File: src/rtl/control_sequencer.sv
// Multi-cycle control sequencer: owns the PC, steps each instruction through
// FETCH/DECODE/EXEC/[MEM]/WB and drives the fetch/decode stage's control strobes.
module control_sequencer #(
  parameter logic [31:0] RESET_PC = 32'h0000_0000,
  parameter logic [31:0] PC_STEP  = 32'd4
) (
  input  logic        clk,
  input  logic        rst_n,
  input  logic [31:0] instruction,
  input  logic [63:0] doutA,
  output logic [31:0] PC_add,
  output logic        PC_load,
  output logic        WE_reg,
  output logic        WE_mem,
  output logic [1:0]  OP_MEM_I,
  output logic        ADD_SUB,
  output logic        halted,
  output logic [2:0]  state,
  output logic [15:0] retired
);

  typedef enum logic [2:0] {
    S_RST    = 3'd0,
    S_INIT   = 3'd1,
    S_FETCH  = 3'd2,
    S_DECODE = 3'd3,
    S_EXEC   = 3'd4,
    S_MEM    = 3'd5,
    S_WB     = 3'd6,
    S_HALT   = 3'd7
  } state_t;

  localparam logic [6:0]  OPC_R      = 7'b0110011;
  localparam logic [6:0]  OPC_ADDI   = 7'b0010011;
  localparam logic [6:0]  OPC_LOAD   = 7'b0000011;
  localparam logic [6:0]  OPC_STORE  = 7'b0100011;
  localparam logic [6:0]  OPC_BRANCH = 7'b1100011;
  localparam logic [31:0] IR_ECALL   = 32'h0000_0073;

  state_t      state_reg;
  logic [31:0] pc_reg;
  logic [31:0] ir_reg;
  logic        taken_reg;
  logic [15:0] retired_reg;

  logic        is_r, is_i, is_l, is_s, is_b;
  logic        branch_cond;
  logic [31:0] imm_b;
  logic [31:0] next_pc;

  assign is_r = (ir_reg[6:0] == OPC_R);
  assign is_i = (ir_reg[6:0] == OPC_ADDI);
  assign is_l = (ir_reg[6:0] == OPC_LOAD);
  assign is_s = (ir_reg[6:0] == OPC_STORE);
  assign is_b = (ir_reg[6:0] == OPC_BRANCH);

  // Only funct3 000 (beqz) and 001 (bnez) can ever be taken; IR[12] inverts the zero test.
  assign branch_cond = (ir_reg[14:13] == 2'b00) && ((doutA == 64'd0) ^ ir_reg[12]);

  assign imm_b   = {{19{ir_reg[31]}}, ir_reg[31], ir_reg[7], ir_reg[30:25], ir_reg[11:8], 1'b0};
  assign next_pc = pc_reg + ((is_b && taken_reg) ? imm_b : PC_STEP);

  always_ff @(posedge clk or negedge rst_n) begin
    if (!rst_n) begin
      state_reg   <= S_RST;
      pc_reg      <= RESET_PC;
      ir_reg      <= 32'd0;
      taken_reg   <= 1'b0;
      retired_reg <= 16'd0;
    end else begin
      case (state_reg)
        S_RST:  state_reg <= S_INIT;
        S_INIT: begin
          pc_reg    <= RESET_PC;
          state_reg <= S_FETCH;
        end
        S_FETCH: begin
          ir_reg    <= instruction;
          state_reg <= S_DECODE;
        end
        S_DECODE: state_reg <= (ir_reg == IR_ECALL) ? S_HALT : S_EXEC;
        S_EXEC: begin
          // doutA is only looked at on this edge; later changes cannot redirect the branch.
          taken_reg <= branch_cond;
          state_reg <= is_l ? S_MEM : S_WB;
        end
        S_MEM: state_reg <= S_WB;
        S_WB: begin
          pc_reg <= next_pc;
          if (retired_reg != 16'hFFFF)
            retired_reg <= retired_reg + 16'd1;
          state_reg <= S_FETCH;
        end
        S_HALT:  state_reg <= S_HALT;
        default: state_reg <= S_RST;
      endcase
    end
  end

  // Outputs decode straight from state and IR so an async reset kills strobes at once.
  always_comb begin
    PC_add   = 32'd0;
    PC_load  = 1'b0;
    WE_reg   = 1'b0;
    WE_mem   = 1'b0;
    OP_MEM_I = 2'b00;
    ADD_SUB  = 1'b0;
    if (state_reg == S_EXEC || state_reg == S_MEM || state_reg == S_WB) begin
      if (is_i)      OP_MEM_I = 2'b01;
      else if (is_l) OP_MEM_I = 2'b10;
      else if (is_s) OP_MEM_I = 2'b11;
      ADD_SUB = is_r & ir_reg[30];
    end
    if (state_reg == S_INIT) begin
      PC_load = 1'b1;
      PC_add  = RESET_PC;
    end
    if (state_reg == S_WB) begin
      PC_load = 1'b1;
      PC_add  = next_pc;
      WE_reg  = (is_r || is_i || is_l) && (ir_reg[11:7] != 5'd0);
      WE_mem  = is_s;
    end
  end

  assign halted  = (state_reg == S_HALT);
  assign state   = state_reg;
  assign retired = retired_reg;

endmodule

File: config.mk
export PLATFORM = sky130hd
export DESIGN_NAME = control_sequencer
export DESIGN_NICKNAME = d
export VERILOG_FILES = /design/src/rtl/control_sequencer.sv
export SDC_FILE = /design/constraint.sdc
export NUM_CORES = 1
export LEC_CHECK = 0
export ABC_AREA = 0
export ABC_CLOCK_PERIOD_IN_PS = 4900
export BUFFER_PORTS_ARGS = -buffer_cell sky130_fd_sc_hd__buf_2
export CORE_AREA = 2 2 112 103
export CTS_CLUSTER_SIZE = 12
export DETAILED_ROUTE_END_ITERATION = 6
export DIE_AREA = 0 0 114 105
export GPL_ROUTABILITY_DRIVEN = 0
export GPL_TIMING_DRIVEN = 0
export PLACE_DENSITY = 0.78
export REMOVE_ABC_BUFFERS = 1
export SLEW_MARGIN = 10
export SYNTH_ARGS = -nofsm -noshare
export SYNTH_HDL_FRONTEND = slang
export SYNTH_SLANG_ARGS = --single-unit
File: constraint.sdc
create_clock -name clk -period 4.9 [get_ports clk]
set_clock_uncertainty 0.2 [all_clocks]
set_input_delay 0.245 -clock clk [delete_from_list [all_inputs] [get_ports clk]]
set_output_delay 0.245 -clock clk [all_outputs]
set_load 0.02 [all_outputs]
==> metrics.cfg, run 1 <==
[critical_path]
cp-start-kind=flip-flop
cp-end-kind=output pin
r2r-start=ir_reg[3]
ff2ff_path_depth=12
reg2reg_slack_ns=0.91
worstPathRequired_ns=4.45
cp_max_fo=10
critical_path_class=reg2out
r2r_end=pc_reg[25]
crit_arrival_ns=4.17
worstSetupStartpoint=ir_reg[3]

[timing]
final_hold_viol_count=0
fin_crit_sh_pct=94.1
worst_slew_pin_slew_ns=0.791
relSlewSlack_pct=47.2
fmax_mhz=217
fin_hold_ws_ns=0.128
fin_tns_setup_ns=0
post-route-min-period_ns=4.61
setup_violations=0
worst_slack_ns=0.289
maxSlewViolCount=0
rsz0062_at_grt=false

[status]
status=complete, no violations

[cells_and_area]
nFillCells=830
regArea_um2=2100
antenna_cells=0
fin_util_pct=66.3
nets=892
multi_input_area_um2=3330
areaGrowthSynthToFinish_pct=26.1
layout-drive-gt1-share_pct=29.5

[cts]
cts_tree=built
root_buffer=clkbuf_16
clk-insertion-delay-late_ns=0.36
clk_pin_slew_ns=0.06
cts_setup_buffers=0
cts_num_sinks=84
h-tree-depth=3
cts_buffers=9
cts_buffer_depth=2

[synthesis]
netlist_top_cells_area=dfrtp_1 37%, mux2_2 6.4%, xnor2_1 4.3%, nor4_1 3.9%, ha_1 3.1%
synth_warnings=0
synth_ff_type=dfrtp_1
synth.distinct_cells=81
yosysMostFrequentCell=dfrtp_1
synth_top_area_share_pct=37.3
ys_top_cells_by_count=84 x dfrtp_1, 46 x nand2_1, 44 x nor2_1
ys_seq_area_share_pct=37.3
syn_inst=614
syn-mean-instance-area_um2=9.19
synth_top_cell_by_area=dfrtp_1
syn-cell-area_um2=5640
async_flop_share_pct=100
synth-seq-cells=84
synth_edf_count=0

[die]
die_y_um=105
core-area_um2=10700
die_x_um=114
dieArea_um2=12000
ios=156
rows=36
initial_core_util_pct=52.6

[grt]
grt-ovfl-total=0
grt_max_degree=65
grt_use_total_pct=28.0
grt_pass1_wl_um=26700
gr-usage-met3_pct=7.19
gr-usage-met2_pct=50.2
grt-busiest-layer=met2
first_global_vias=5769
antenna_found_initial=0
grt_use_met1_pct=31.3

[placement]
io_buffers=155
hpwl_um=11700
pre_cts_slack_ns=0.501

[power]
total_leakage_power_nw=3.39
ir_drop_uv=310
p_per_area_nw_per_um2=373
p_total_mw=2.66

[routing]
wl_per_cell_um=17.9
drt_iter0_drc=387
ant_nets=0
route.detailed.drc=0
vias=5595
drt-pass1-iter-count=6
via_per_inst=6.10
routed_wl_um=16400

[job]
max_cap_violations=0

[hold_path]
hold_class=in2async

==> layout make-up <==
type	count	area share (%)
Multi-Input combinational cell	475	46.8
Sequential cell	84	29.6
Timing Repair Buffer	190	16.2
Clock buffer	11	3.55
Tap cell	133	2.34
Inverter	19	1.00
Clock inverter	5	0.598
==> kinds of logic after synthesis <==
| group | synth area share [%] |
|---|---|
| mux | 8.69 |
| simple gates | 26.0 |
| compound gates | 15.2 |
| buf+inv | 4.15 |
| fa+ha+maj | 3.46 |
| xor+xnor | 5.28 |
| flops | 37.3 |
==> layer usage <==
layer / wire, um / vias to the layer above
met5: 0 / -
met4: 536 / 0
met3: 1320 / 42
met2: 8450 / 298
met1: 6110 / 2637
li1: - / 2618
==> stage by stage <==
stage | instances | area, um^2
after floorplan | 578 | 5480
after global placement | 866 | 6420
after detailed placement | 868 | 6480
after CTS | 917 | 7100
after global routing | 917 | 7110
final | 917 | 7110
==> how the worst max path moves through the flow <==
stage | endpoint | slack [ns] | depth (start not counted)
floorplan | PC_add[25] | 1.11 | 11
global placement | PC_add[15] | 0.55 | 13
detailed placement | PC_add[15] | 0.50 | 13
CTS | PC_add[15] | 0.08 | 13
global route | PC_add[29] | 0.1 | 14
finish | PC_add[25] | 0.29 | 12
==> repair_timing <==
item	in CTS	in global routing
hold buffers	33	0
gates resized for setup	0	3
endpoints found under the setup margin	0	10
hold endpoints to repair	116	0
==> layout by cell type, fill, tap and decap left out, types with 7 or more instances in the layout <==
master	Yosys	final
dlygate4sd3_1	0	33
a21o_1	18	18
o21ai_1	7	7
o21ai_0	10	10
or3_1	9	9
a31oi_1	7	7
nand3_1	22	21
clkbuf_16	0	9
nand2_1	46	46
buf_2	4	154
mux2i_1	13	13
a21oi_1	24	24
ha_1	14	14
mux2_2	32	32
nor3_1	24	24
inv_1	17	17
dfrtp_1	84	84
and2_1	18	18
nand4_1	19	19
nor2_1	44	42
nor4_1	35	35
xnor2_1	28	28
==> power breakdown <==
group          switching (mW)  total [mW]  internal (mW)
Combinational           0.490       0.896          0.406
Clock                   0.303       0.680          0.378
Sequential              0.195        1.08          0.884
Total                   0.988        2.66           1.67
==> worst max-delay path, stage by stage (launching register included) <==
cell and delay [ns]:
dfrtp_1 0.37, and4bb_2 0.40, nand2_1 0.13, nor2_2 0.31, and2_1 0.20, ha_1 0.27
nor2b_4 0.15, o31a_1 0.31, a221o_2 0.46, o311ai_2 0.42, mux2i_1 0.31, mux2i_1 0.26
buf_2 0.20
Power figures use the tool's default switching activity.
==> run 2: changes to the inputs <==
- CORE_AREA: 2 2 112 103 -> 2 2 129 118
- CTS_CLUSTER_DIAMETER: default -> 120
- DIE_AREA: 0 0 114 105 -> 0 0 131 120
- PLACE_DENSITY: 0.78 -> 0.61
==> run 2 against run 1 <==
Count of clock-buffer cells in the layout shrank 1. Total power shrank 0.48%. Via count shrank 3.8%. Global-route usage shrank 6.6 points. Highest routed layer unchanged.
==> metrics.cfg, run 2 (synthesized netlist as in run 1, its figures left out) <==
[status]
status=complete, no violations

[critical_path]
r2r-start=ir_reg[2]
ff2ff_path_depth=12
r2r_end=pc_reg[25]
reg2reg_slack_ns=0.90
endpoint=PC_add[25]
critical_path_class=reg2out
worstSetupStartpoint=ir_reg[2]
cp-end-kind=output pin
cp_max_fo=10
cp-start-kind=flip-flop
crit_arrival_ns=4.18
worstPathRequired_ns=4.45

[cts]
cts_buffer_depth=2
cts_setup_buffers=0
h-tree-depth=3
clk_pin_slew_ns=0.07
cts_tree=built
cts_buffers=9
cts_num_sinks=84
clk-insertion-delay-late_ns=0.35
root_buffer=clkbuf_16

[power]
p_sw_share_pct=36.7
internal_power_mw=1.67
clkPwrFrac_pct=25.2
pwr-share-comb_pct=34.5
p_switching_mw=0.969
ir_drop_uv=177
p_per_area_nw_per_um2=366
total_leakage_power_nw=3.39
pwr-share-seq_pct=40.3

[routing]
drt_iter0_drc=229
ant_nets=0
routed_wl_um=16300
via_per_inst=5.48
wl_per_cell_um=16.6
drt-pass1-iter-count=5
vias=5383
route.detailed.drc=0

[timing]
fmax_mhz=216
worst_slew_pin_slew_ns=0.768
setup_violations=0
final_hold_viol_count=0
rsz0062_at_grt=false
fin_hold_ws_ns=0.155
fin_tns_setup_ns=0
relSlewSlack_pct=48.8
worst_slack_ns=0.277
maxSlewViolCount=0
post-route-min-period_ns=4.62
fin_crit_sh_pct=94.3

[cells_and_area]
areaGrowthSynthToFinish_pct=28.0
layout-drive-gt1-share_pct=29.4
nets=893
layout.cells.most_common=buf_2
nFillCells=1359
layoutNonFillerInstCount=983
fin_util_pct=50.0
antenna_cells=0
layout_common_cells=154 x buf_2, 84 x dfrtp_1, 46 x nand2_1

[die]
dieArea_um2=15700
die_y_um=120
ios=156
die_x_um=131
initial_core_util_pct=39.0
core-area_um2=14500
rows=42

[placement]
dpl.cell_count=934
hpwl_um=12100
io_buffers=155
pre_cts_slack_ns=0.347

[grt]
first_global_vias=5462
grt-ovfl-total=0
antenna_found_initial=0
grt_pass1_wl_um=26700
grt_use_total_pct=21.4
grt_max_degree=61

[job]
max_cap_violations=0

[hold_path]
hold_class=in2async

## run 2: cell count changes in the layout (fill, tap and decap cells not counted)
cell	before	now
clkinv_4	2	1
buf_16	1	2
a221o_1	0	1
inv_8	1	0
clkinvlp_4	0	2
buf_8	1	0
clkbuf_8	2	1
nor2_4	0	1
inv_6	1	2
a221o_2	1	0
nor2_2	2	1
buf_12	0	1
## run 2: worst min-delay path by stage
stage / start / to / cells after the start
after global placement: pc_reg[4] / pc_reg[4] / 1
final: rst_n / pc_reg[8] / 2
after global routing: rst_n / pc_reg[8] / 2
after detailed placement: rst_n / pc_reg[8] / 1
after floorplan: rst_n / asynchronous set/reset pin / 0
after CTS: rst_n / pc_reg[8] / 2
## run 2: area by class of cell
class / instances / area (um^2) / share of cell area (%)
clock buffer: 10 / 239 / 3.31
clock inverter: 6 / 46.3 / 0.641
inverter: 19 / 71.3 / 0.988
multi-input combinational: 475 / 3330 / 46.1
sequential: 84 / 2100 / 29.1
tap: 198 / 248 / 3.43
timing repair buffer: 191 / 1180 / 16.4
## run 2: power groups by stage
stage	Sequential (mW)	Combinational (mW)	Clock, mW
floorplan	1.06	0.565	0
global placement	1.06	0.834	0
detailed placement	1.08	0.900	0
CTS	1.07	0.922	0.681
global route	1.10	0.997	0.710
finish	1.07	0.910	0.666
## run 2: repair_timing
item                                    4_1_cts  5_1_grt
hold endpoints to repair                     68        0
gates resized for setup                       1        2
endpoints found under the setup margin        3        6
hold buffers                                 33        0
## run 2: layer usage
layer	wire, um	vias to the layer above	global-route usage (%)	part of all wire, %
met1	6840	2583	26.2	42
met4	233	0	7.11	1.4
met2	8410	172	38.1	51
met5	0	-	0	0
li1	-	2613	-	-
met3	854	15	3.30	5.2
## run 2: worst max-delay path: stages, from the launching register on
cell and delay [ns]:
dfrtp_1 0.38, and4bb_2 0.41, nand2_1 0.15, nor2_4 0.23
and2_1 0.23, ha_1 0.31, and4_4 0.23, and3_4 0.18
a221o_1 0.48, o311ai_2 0.42, mux2i_1 0.34, mux2i_1 0.27
buf_2 0.20
## run 2: stage by stage
step / total power, mW / area, um^2
6_report: 2.64 / 7220
5_1_grt: 2.81 / 7220
4_1_cts: 2.67 / 7210
3_5_place_dp: 1.98 / 6590
3_3_place_gp: 1.90 / 6500
2_1_floorplan: 1.63 / 5480
